$ cat src/rtl/mem_port_arbiter.sv
// Two-requester arbiter for one block-RAM port; grant is combinational, memory inputs registered, read data back RD_LATENCY+2 cycles after gnt.
// Backpressure: a requester holds req/we/addr/wdata until its one-cycle gnt; one access per cycle, fully pipelined.
module mem_port_arbiter #(
  parameter int ADDR_W     = 14,
  parameter int DATA_W     = 16,
  parameter int RD_LATENCY = 1,
  parameter int PRIO_MODE  = 0
) (
  input  logic              clk,
  input  logic              reset,

  input  logic              r0_req,
  input  logic              r0_we,
  input  logic [ADDR_W-1:0] r0_addr,
  input  logic [DATA_W-1:0] r0_wdata,
  output logic              r0_gnt,
  output logic              r0_rvalid,
  output logic [DATA_W-1:0] r0_rdata,

  input  logic              r1_req,
  input  logic              r1_we,
  input  logic [ADDR_W-1:0] r1_addr,
  input  logic [DATA_W-1:0] r1_wdata,
  output logic              r1_gnt,
  output logic              r1_rvalid,
  output logic [DATA_W-1:0] r1_rdata,

  output logic [ADDR_W-1:0] mem_addr,
  output logic              mem_we,
  output logic [DATA_W-1:0] mem_wdata,
  input  logic [DATA_W-1:0] mem_rdata
);

  // One tag stage per cycle from issue until mem_rdata is valid.
  localparam int STAGES = RD_LATENCY + 1;

  logic              prefer_r1;
  logic              gnt0;
  logic              gnt1;
  logic              any_gnt;
  logic              sel_we;
  logic [ADDR_W-1:0] sel_addr;
  logic [DATA_W-1:0] sel_wdata;

  logic [STAGES-1:0] tag_vld;
  logic [STAGES-1:0] tag_own;
  logic              ret_r0;
  logic              ret_r1;

  // Grant selection; suppressed while reset is asserted.
  always_comb begin
    gnt0 = 1'b0;
    gnt1 = 1'b0;
    if (!reset) begin
      if (r0_req && r1_req) begin
        if (PRIO_MODE != 0) begin
          gnt0 = 1'b1;
        end else if (prefer_r1) begin
          gnt1 = 1'b1;
        end else begin
          gnt0 = 1'b1;
        end
      end else if (r0_req) begin
        gnt0 = 1'b1;
      end else if (r1_req) begin
        gnt1 = 1'b1;
      end
    end
  end

  always_comb begin
    any_gnt   = gnt0 | gnt1;
    sel_we    = gnt1 ? r1_we    : r0_we;
    sel_addr  = gnt1 ? r1_addr  : r0_addr;
    sel_wdata = gnt1 ? r1_wdata : r0_wdata;
  end

  assign r0_gnt = gnt0;
  assign r1_gnt = gnt1;

  // Round-robin pointer moves only when someone is granted.
  always_ff @(posedge clk) begin
    if (reset) begin
      prefer_r1 <= 1'b0;
    end else if (gnt0) begin
      prefer_r1 <= 1'b1;
    end else if (gnt1) begin
      prefer_r1 <= 1'b0;
    end
  end

  always_ff @(posedge clk) begin
    if (reset) begin
      mem_addr  <= '0;
      mem_we    <= 1'b0;
      mem_wdata <= '0;
    end else begin
      mem_we <= any_gnt & sel_we;
      if (any_gnt) begin
        mem_addr  <= sel_addr;
        mem_wdata <= sel_wdata;
      end
    end
  end

  // Tag pipe: stage 0 lines up with the issue cycle, last stage with mem_rdata.
  always_ff @(posedge clk) begin
    if (reset) begin
      tag_vld <= '0;
      tag_own <= '0;
    end else begin
      tag_vld <= {tag_vld[STAGES-2:0], any_gnt & ~sel_we};
      tag_own <= {tag_own[STAGES-2:0], gnt1};
    end
  end

  always_comb begin
    ret_r0 = tag_vld[STAGES-1] & ~tag_own[STAGES-1];
    ret_r1 = tag_vld[STAGES-1] &  tag_own[STAGES-1];
  end

  always_ff @(posedge clk) begin
    if (reset) begin
      r0_rvalid <= 1'b0;
      r1_rvalid <= 1'b0;
      r0_rdata  <= '0;
      r1_rdata  <= '0;
    end else begin
      r0_rvalid <= ret_r0;
      r1_rvalid <= ret_r1;
      if (ret_r0) begin
        r0_rdata <= mem_rdata;
      end
      if (ret_r1) begin
        r1_rdata <= mem_rdata;
      end
    end
  end

endmodule
$ cat config.mk
export PLATFORM = sky130hd
export DESIGN_NAME = mem_port_arbiter
export DESIGN_NICKNAME = d
export VERILOG_FILES = /design/src/rtl/mem_port_arbiter.sv
export SDC_FILE = /design/constraint.sdc
export NUM_CORES = 1
export LEC_CHECK = 0
export ABC_CLOCK_PERIOD_IN_PS = 2300
export CORE_ASPECT_RATIO = 1.5
export CORE_MARGIN = 2
export CORE_UTILIZATION = 40
export DETAILED_ROUTE_END_ITERATION = 10
export GPL_TIMING_DRIVEN = 1
export HOLD_SLACK_MARGIN = 0.08
export PLACE_DENSITY = 0.9
export SYNTH_ARGS = -nofsm -noshare
export SYNTH_HDL_FRONTEND = slang
export SYNTH_SLANG_ARGS = --single-unit
export TNS_END_PERCENT = 5
$ cat constraint.sdc
create_clock -name clk -period 2.3 [get_ports clk]
set_input_delay 0.46 -clock clk [delete_from_list [all_inputs] [get_ports clk]]
set_output_delay 0.46 -clock clk [all_outputs]
set_load 0.01 [all_outputs]
==> results of run 1 <==
worst max-delay path: stages:
cell and delay (ns):
clkdlybuf4s50_1 0.54, nor2b_4 0.17, and2_4 0.15, dlygate4sd2_1 0.28
state kept, by name, indices dropped and copies added, names as in the netlist:
| name | cells |
|---|---|
| r1_rvalid | 1 |
| prefer_r1 | 1 |
| r0_rvalid | 1 |
| r0_rdata | 16 |
| r1_rdata | 16 |
| mem_wdata | 16 |
| tag_vld | 2 |
| tag_own | 2 |
| mem_we | 1 |
| mem_addr | 14 |
where the power goes:
group,switching (mW),internal (mW)
Sequential,0.0373,1.27
Combinational,0.178,0.281
Clock,0.441,0.643
Total,0.656,2.20
per-stage QoR:
stage | hold WS (ns) | util | setup TNS (ns) | setup WS (ns) | std cells
floorplan | 0.414 | - | 0 | 0.571 | 310
global placement | 0.423 | 0.632 | -0.0402 | -0.0402 | 518
detailed placement | 0.429 | 0.632 | -0.0520 | -0.0520 | 518
CTS | 0.420 | 0.665 | 0 | 0.0149 | 534
global route | 0.414 | 0.665 | 0 | 0.173 | 534
finish | 0.437 | 0.665 | 0 | 0.229 | 534
layout make-up:
class	count	area, µm²
Clock buffer	11	141
Clock inverter	5	82.6
Fill cell	559	2280
Inverter	31	116
Multi-Input combinational cell	178	1110
Sequential cell	70	1400
Tap cell	78	97.6
Timing Repair Buffer	161	1580
kinds of logic after synthesis:
| group | Yosys count |
|---|---|
| flops | 70 |
| compound gates | 96 |
| simple gates | 82 |
| buf+inv | 62 |
placed cells by master (no fill, tap or decap):
master / n
and3_1: 1
clkinv_4: 2
bufinv_16: 2
clkinv_2: 1
nand2b_1: 2
dfxtp_1: 70
nand2_1: 65
inv_1: 30
clkbuf_8: 10
a21boi_0: 1
dlygate4sd2_1: 1
inv_2: 1
a221o_1: 30
nor4_1: 1
and2_4: 1
buf_4: 13
and2_1: 2
o21a_1: 1
dlymetal6s2s_1: 1
a211oi_1: 1
nor2b_1: 3
clkbuf_1: 1
nor3_2: 1
nor2b_4: 1
buf_2: 1
nor2_1: 4
a2111oi_0: 30
clkdlybuf4s50_1: 145
nand2b_4: 1
a21oi_1: 33
worst max-delay path by stage:
stage / startpoint / end / slack (ns) / cells past startpoint
floorplan: reset / r0_gnt / 0.57 / 4
global placement: r1_req / r1_gnt / -0.04 / 4
detailed placement: r1_req / r1_gnt / -0.05 / 4
CTS: r1_req / r0_gnt / 0.01 / 3
global route: r1_req / r1_gnt / 0.17 / 4
finish: r1_req / r1_gnt / 0.23 / 4
timing repair:
| action | CTS | global route |
|---|---|---|
| resized for setup | 1 | 1 |
| endpoints found under the hold margin | 0 | 0 |
| setup buffers | 0 | 0 |
| endpoints found under the setup margin | 1 | 1 |
per-layer routing:
| layer | GRT usage | vias to the layer above |
|---|---|---|
| met5 | 0 | - |
| met4 | 0.0768 | 0 |
| met3 | 0.0635 | 14 |
| met2 | 0.374 | 155 |
| met1 | 0.240 | 1321 |
| li1 | - | 1384 |
==> results.py, run 1 <==
metrics = {
    "worst_setup_path": {
        "rrSetupSlack_ns": 0.79,
        "critPathKind": "in2out",
        "start_kind": "input pin",
        "crit_arrival_ns": 1.61,
        "crit_path_max_fanout": 4,
        "rr_endpoint": "mem_wdata[14]$_SDFFE_PP0P_",
        "critPathCaptureType": "output pin",
        "r2r-start": "prefer_r1$_SDFFE_PP0P_",
        "critical_path_required_ns": 1.84,
        "reg2regPathDepth": 4,
    },
    "yosys": {
        "synth_nets": 392,
        "ys_ff_latch": 70,
        "synth.most_common_cell": "dfxtp_1",
        "avgSynthCellArea_um2": 8.98,
        "async_flop_share": 0,
        "yosys.area_share.simple": 0.128,
        "syn-cell-area_um2": 2780,
        "ys_warn_count": 0,
        "synth_compound_area_frac": 0.270,
        "synth_top_family_by_area": "compound AO/OA/AOI/OAI gates",
        "netlist.area_leader.share": 0.504,
        "synth_fa_ha_area_frac": 0,
        "yosysTopAreaCell": "dfxtp_1",
        "synth_cell_types": 24,
        "synth-edff-count": 0,
        "yosys-top-cells-count": "70 x dfxtp_1, 65 x nand2_1, 33 x a21oi_1",
        "synth_seq_area_share": 0.504,
        "synth_xor_area_frac": 0,
        "synth_area_leaders": "dfxtp_1 50%, a221o_1 11%, a2111oi_0 9.4%",
        "synth_flop_cell": "dfxtp_1",
        "synthMuxAreaShare": 0,
        "syn_inst": 310,
    },
    "cells_and_area": {
        "synthToLayoutAreaGrowth_pct": 62.7,
        "drive_gt1_frac": 0.0746,
        "antenna_cells": 0,
        "fin_area_um2": 4530,
        "fin_nets": 533,
    },
    "timing": {
        "skew_ns": 0.0160,
        "period_share": 0.900,
        "hold_viol": 0,
        "setup_viol": 0,
        "fmax_mhz": 483,
        "max_slew_margin": 0.552,
        "worst_pin_slew_ns": 0.673,
        "rsz0062_at_grt": "no",
        "min_period_ns": 2.07,
        "maxSlewViolCount": 0,
    },
    "power_and_ir_drop": {
        "power.density_nw_per_um2": 630,
        "ir_drop_uv": 436,
        "p_leak_nw": 1.73,
        "total_power_mw": 2.85,
    },
    "clock_network": {
        "clkTransAtPathRegs_ns": 0.07,
        "cts_max_level": 3,
        "cts_sinks": 70,
        "cts_tree": "yes",
        "ctsHoldBuffers": 0,
        "numCtsBuffers": 9,
        "clock_latency_ns": 0.33,
        "clock-root-buffer": "clkbuf_8",
        "clockBufferDepth": 2,
    },
    "drt": {
        "first_pass_iters": 5,
        "drcViolationCount": 0,
        "viasPerCell": 5.38,
        "met1Wirelength_mm": 3.10,
        "routed_wl_mm": 8.13,
        "met3_length_um": 718,
        "drtIter0Drc": 132,
        "vias": 2874,
        "ant_nets": 0,
        "highest_layer": "met4",
        "routedWlPerCell_um": 15.2,
        "met2_wirelength_mm": 4.17,
    },
    "place": {
        "hpwl_mm": 5.94,
        "dpl_cell_area_um2": 4300,
        "io_buffer_count": 148,
        "gp_congestion": 0.814,
    },
    "min_path": {
        "min_to": "r1_rdata[1]$_SDFFE_PP0P_",
        "hp-start": "reset",
        "hold_depth": 2,
        "hold_class": "in2reg",
    },
    "run_status": {
        "status": "completed",
    },
    "floorplanning": {
        "std_cell_rows": 37,
        "die_y_um": 106,
        "initial_core_util": 0.409,
        "io_pins": 149,
        "die-area_um2": 7650,
        "core-area_um2": 6810,
        "die_width_um": 72.1,
    },
    "global_route": {
        "grt_pass1_vias": 2862,
        "grt_max_degree": 61,
        "grt.overflow.total": 0,
        "grt_usage": 0.213,
        "antenna_found_initial": 0,
        "grt_pass1_wl_mm": 13.0,
    },
    "run": {
        "maxCapViolations": 0,
    },
}
No activity file was read; power rests on OpenSTA's default activity.
==> inputs of run 2 (changes only) <==
--- a/config.mk
+++ b/config.mk
@@ -13,6 +13,7 @@
 export GPL_TIMING_DRIVEN = 1
 export HOLD_SLACK_MARGIN = 0.08
 export PLACE_DENSITY = 0.9
+export RECOVER_POWER = 25
 export SYNTH_ARGS = -nofsm -noshare
 export SYNTH_HDL_FRONTEND = slang
 export SYNTH_SLANG_ARGS = --single-unit
==> run 2 against run 1 <==
Against the previous run: non-clock buffer count is the same; routed wire length grew 0.64%; clock skew is essentially flat; sequential share of layout area grew 0.051 points; critical path type unchanged; highest routed layer unchanged.
==> results.py, run 2 (synthesis results as in run 1) <==
metrics = {
    "worst_setup_path": {
        "critical_path_required_ns": 1.84,
        "r2r-start": "prefer_r1$_SDFFE_PP0P_",
        "critPathKind": "in2out",
        "cp_slowest_cell": "clkdlybuf4s50_1",
        "start_kind": "input pin",
        "cp_slowest_stage_delay_ns": 0.49,
        "path_cells": "clkdlybuf4s50_1, clkbuf_1, nand2b_4, and2_4, dlygate4sd2_1",
        "rrSetupSlack_ns": 0.78,
        "crit_path_max_fanout": 3,
        "crit_arrival_ns": 1.68,
        "reg2regPathDepth": 4,
        "rr_endpoint": "mem_wdata[14]$_SDFFE_PP0P_",
        "critPathCaptureType": "output pin",
    },
    "power_and_ir_drop": {
        "p_leak_nw": 1.72,
        "ir_drop_uv": 434,
        "power.density_nw_per_um2": 630,
    },
    "cells_and_area": {
        "reg_top3": "mem_wdata (16), r0_rdata (16), r1_rdata (16)",
        "mostFrequentLayoutCells": "145 x clkdlybuf4s50_1, 70 x dfxtp_1, 65 x nand2_1",
        "postLayoutCoreUtil": 0.664,
        "fin_area_um2": 4520,
        "fin_nets": 533,
        "drive_gt1_frac": 0.0702,
        "antenna_cells": 0,
        "synthToLayoutAreaGrowth_pct": 62.4,
        "layout_commonest_cell": "clkdlybuf4s50_1",
    },
    "drt": {
        "drcViolationCount": 0,
        "drtIter0Drc": 143,
        "vias": 2854,
        "routedWlPerCell_um": 15.3,
        "first_pass_iters": 4,
        "viasPerCell": 5.34,
        "routed_wl_mm": 8.18,
        "ant_nets": 0,
    },
    "clock_network": {
        "ctsHoldBuffers": 0,
        "numCtsBuffers": 9,
        "cts_max_level": 3,
        "clockBufferDepth": 2,
        "clkTransAtPathRegs_ns": 0.07,
        "clock-root-buffer": "clkbuf_8",
        "clock_latency_ns": 0.33,
        "cts_sinks": 70,
        "cts_tree": "yes",
        "cts_resized": 1,
        "cts_setup_buffers": 0,
    },
    "run": {
        "maxCapViolations": 0,
    },
    "floorplanning": {
        "std_cell_rows": 37,
        "die-area_um2": 7650,
        "die_y_um": 106,
        "core-area_um2": 6810,
        "initial_core_util": 0.409,
        "io_pins": 149,
        "die_width_um": 72.1,
    },
    "min_path": {
        "hp-start": "tag_own[0]$_SDFF_PP0_",
        "hold_class": "reg2reg",
        "min_to": "tag_own[1]$_SDFF_PP0_",
        "hold_depth": 1,
    },
    "timing": {
        "hold_viol": 0,
        "min_period_ns": 2.14,
        "period_share": 0.930,
        "maxSlewViolCount": 0,
        "max_slew_margin": 0.235,
        "skew_ns": 0.0163,
        "setup_viol": 0,
        "fmax_mhz": 468,
        "rsz0062_at_grt": "no",
        "worst_pin_slew_ns": 1.15,
    },
    "global_route": {
        "grt_max_degree": 61,
        "grt_pass1_vias": 2862,
        "antenna_found_initial": 0,
        "grt.overflow.total": 0,
        "grt_usage": 0.213,
        "grt_pass1_wl_mm": 13.0,
    },
    "place": {
        "gp_congestion": 0.814,
        "io_buffer_count": 148,
        "dpl_cell_area_um2": 4300,
        "hpwl_mm": 5.94,
    },
    "run_status": {
        "status": "completed",
    },
}
## run 2: cell count changes in the layout (fill, tap and decap cells not counted)
| cell | previous run | this run |
|---|---|---|
| buf_4 | 13 | 11 |
| and2_1 | 2 | 1 |
| clkbuf_2 | 0 | 1 |
| clkbuf_1 | 1 | 3 |
| and2_0 | 0 | 1 |
| buf_2 | 1 | 0 |
## run 2: layer usage
layer	routed length [µm]	vias up	track usage	part of all wire
li1	-	1388	-	-
met1	3140	1309	0.240	0.38
met2	4240	147	0.374	0.52
met3	675	10	0.0635	0.083
met4	123	0	0.0768	0.015
met5	0	-	0	0
## run 2: area by class of cell
type                    count  area, µm²
well taps                  78       97.6
fillers                   560       2290
clock buffers              11        141
inverters                  31        116
multi-input cells         178       1110
flip-flops and latches     70       1400
repair buffers            161       1570
clock inverters             5       82.6
## run 2: worst max-delay path, delay by kind of cell
family / cells / cell delay [ns]
buffers and inverters: 3 / 1.00
AND/OR/NAND/NOR: 2 / 0.21
## run 2: how the worst max path moves through the flow
stage / end / startpoint / cells after the start / slack (ns)
finish: r1_gnt / r0_req / 5 / 0.16
global route: r1_gnt / r0_req / 5 / 0.1
CTS: r0_gnt / r1_req / 3 / 0.01
detailed placement: r1_gnt / r1_req / 4 / -0.05
global placement: r1_gnt / r1_req / 4 / -0.04
floorplan: r0_gnt / reset / 4 / 0.57
## run 2: power by group
part / internal [mW] / total [mW] / switching (mW) / leakage, nW
clock: 0.643 / 1.08 / 0.440 / 0.113
sequential: 1.27 / 1.31 / 0.0376 / 0.573
combinational: 0.280 / 0.458 / 0.178 / 1.04
total: 2.19 / 2.85 / 0.655 / 1.72
## run 2: per-stage QoR
step           power [mW]  setup TNS (ns)  setup slack [ns]  hold slack [ns]  instances
2_1_floorplan        1.50               0             0.571            0.414        310
3_3_place_gp         1.78         -0.0402           -0.0402            0.423        518
3_5_place_dp         1.79         -0.0520           -0.0520            0.429        518
4_1_cts              2.88               0            0.0149            0.420        534
5_1_grt              2.97               0            0.0965            0.459        534
6_report             2.85               0             0.161            0.441        534
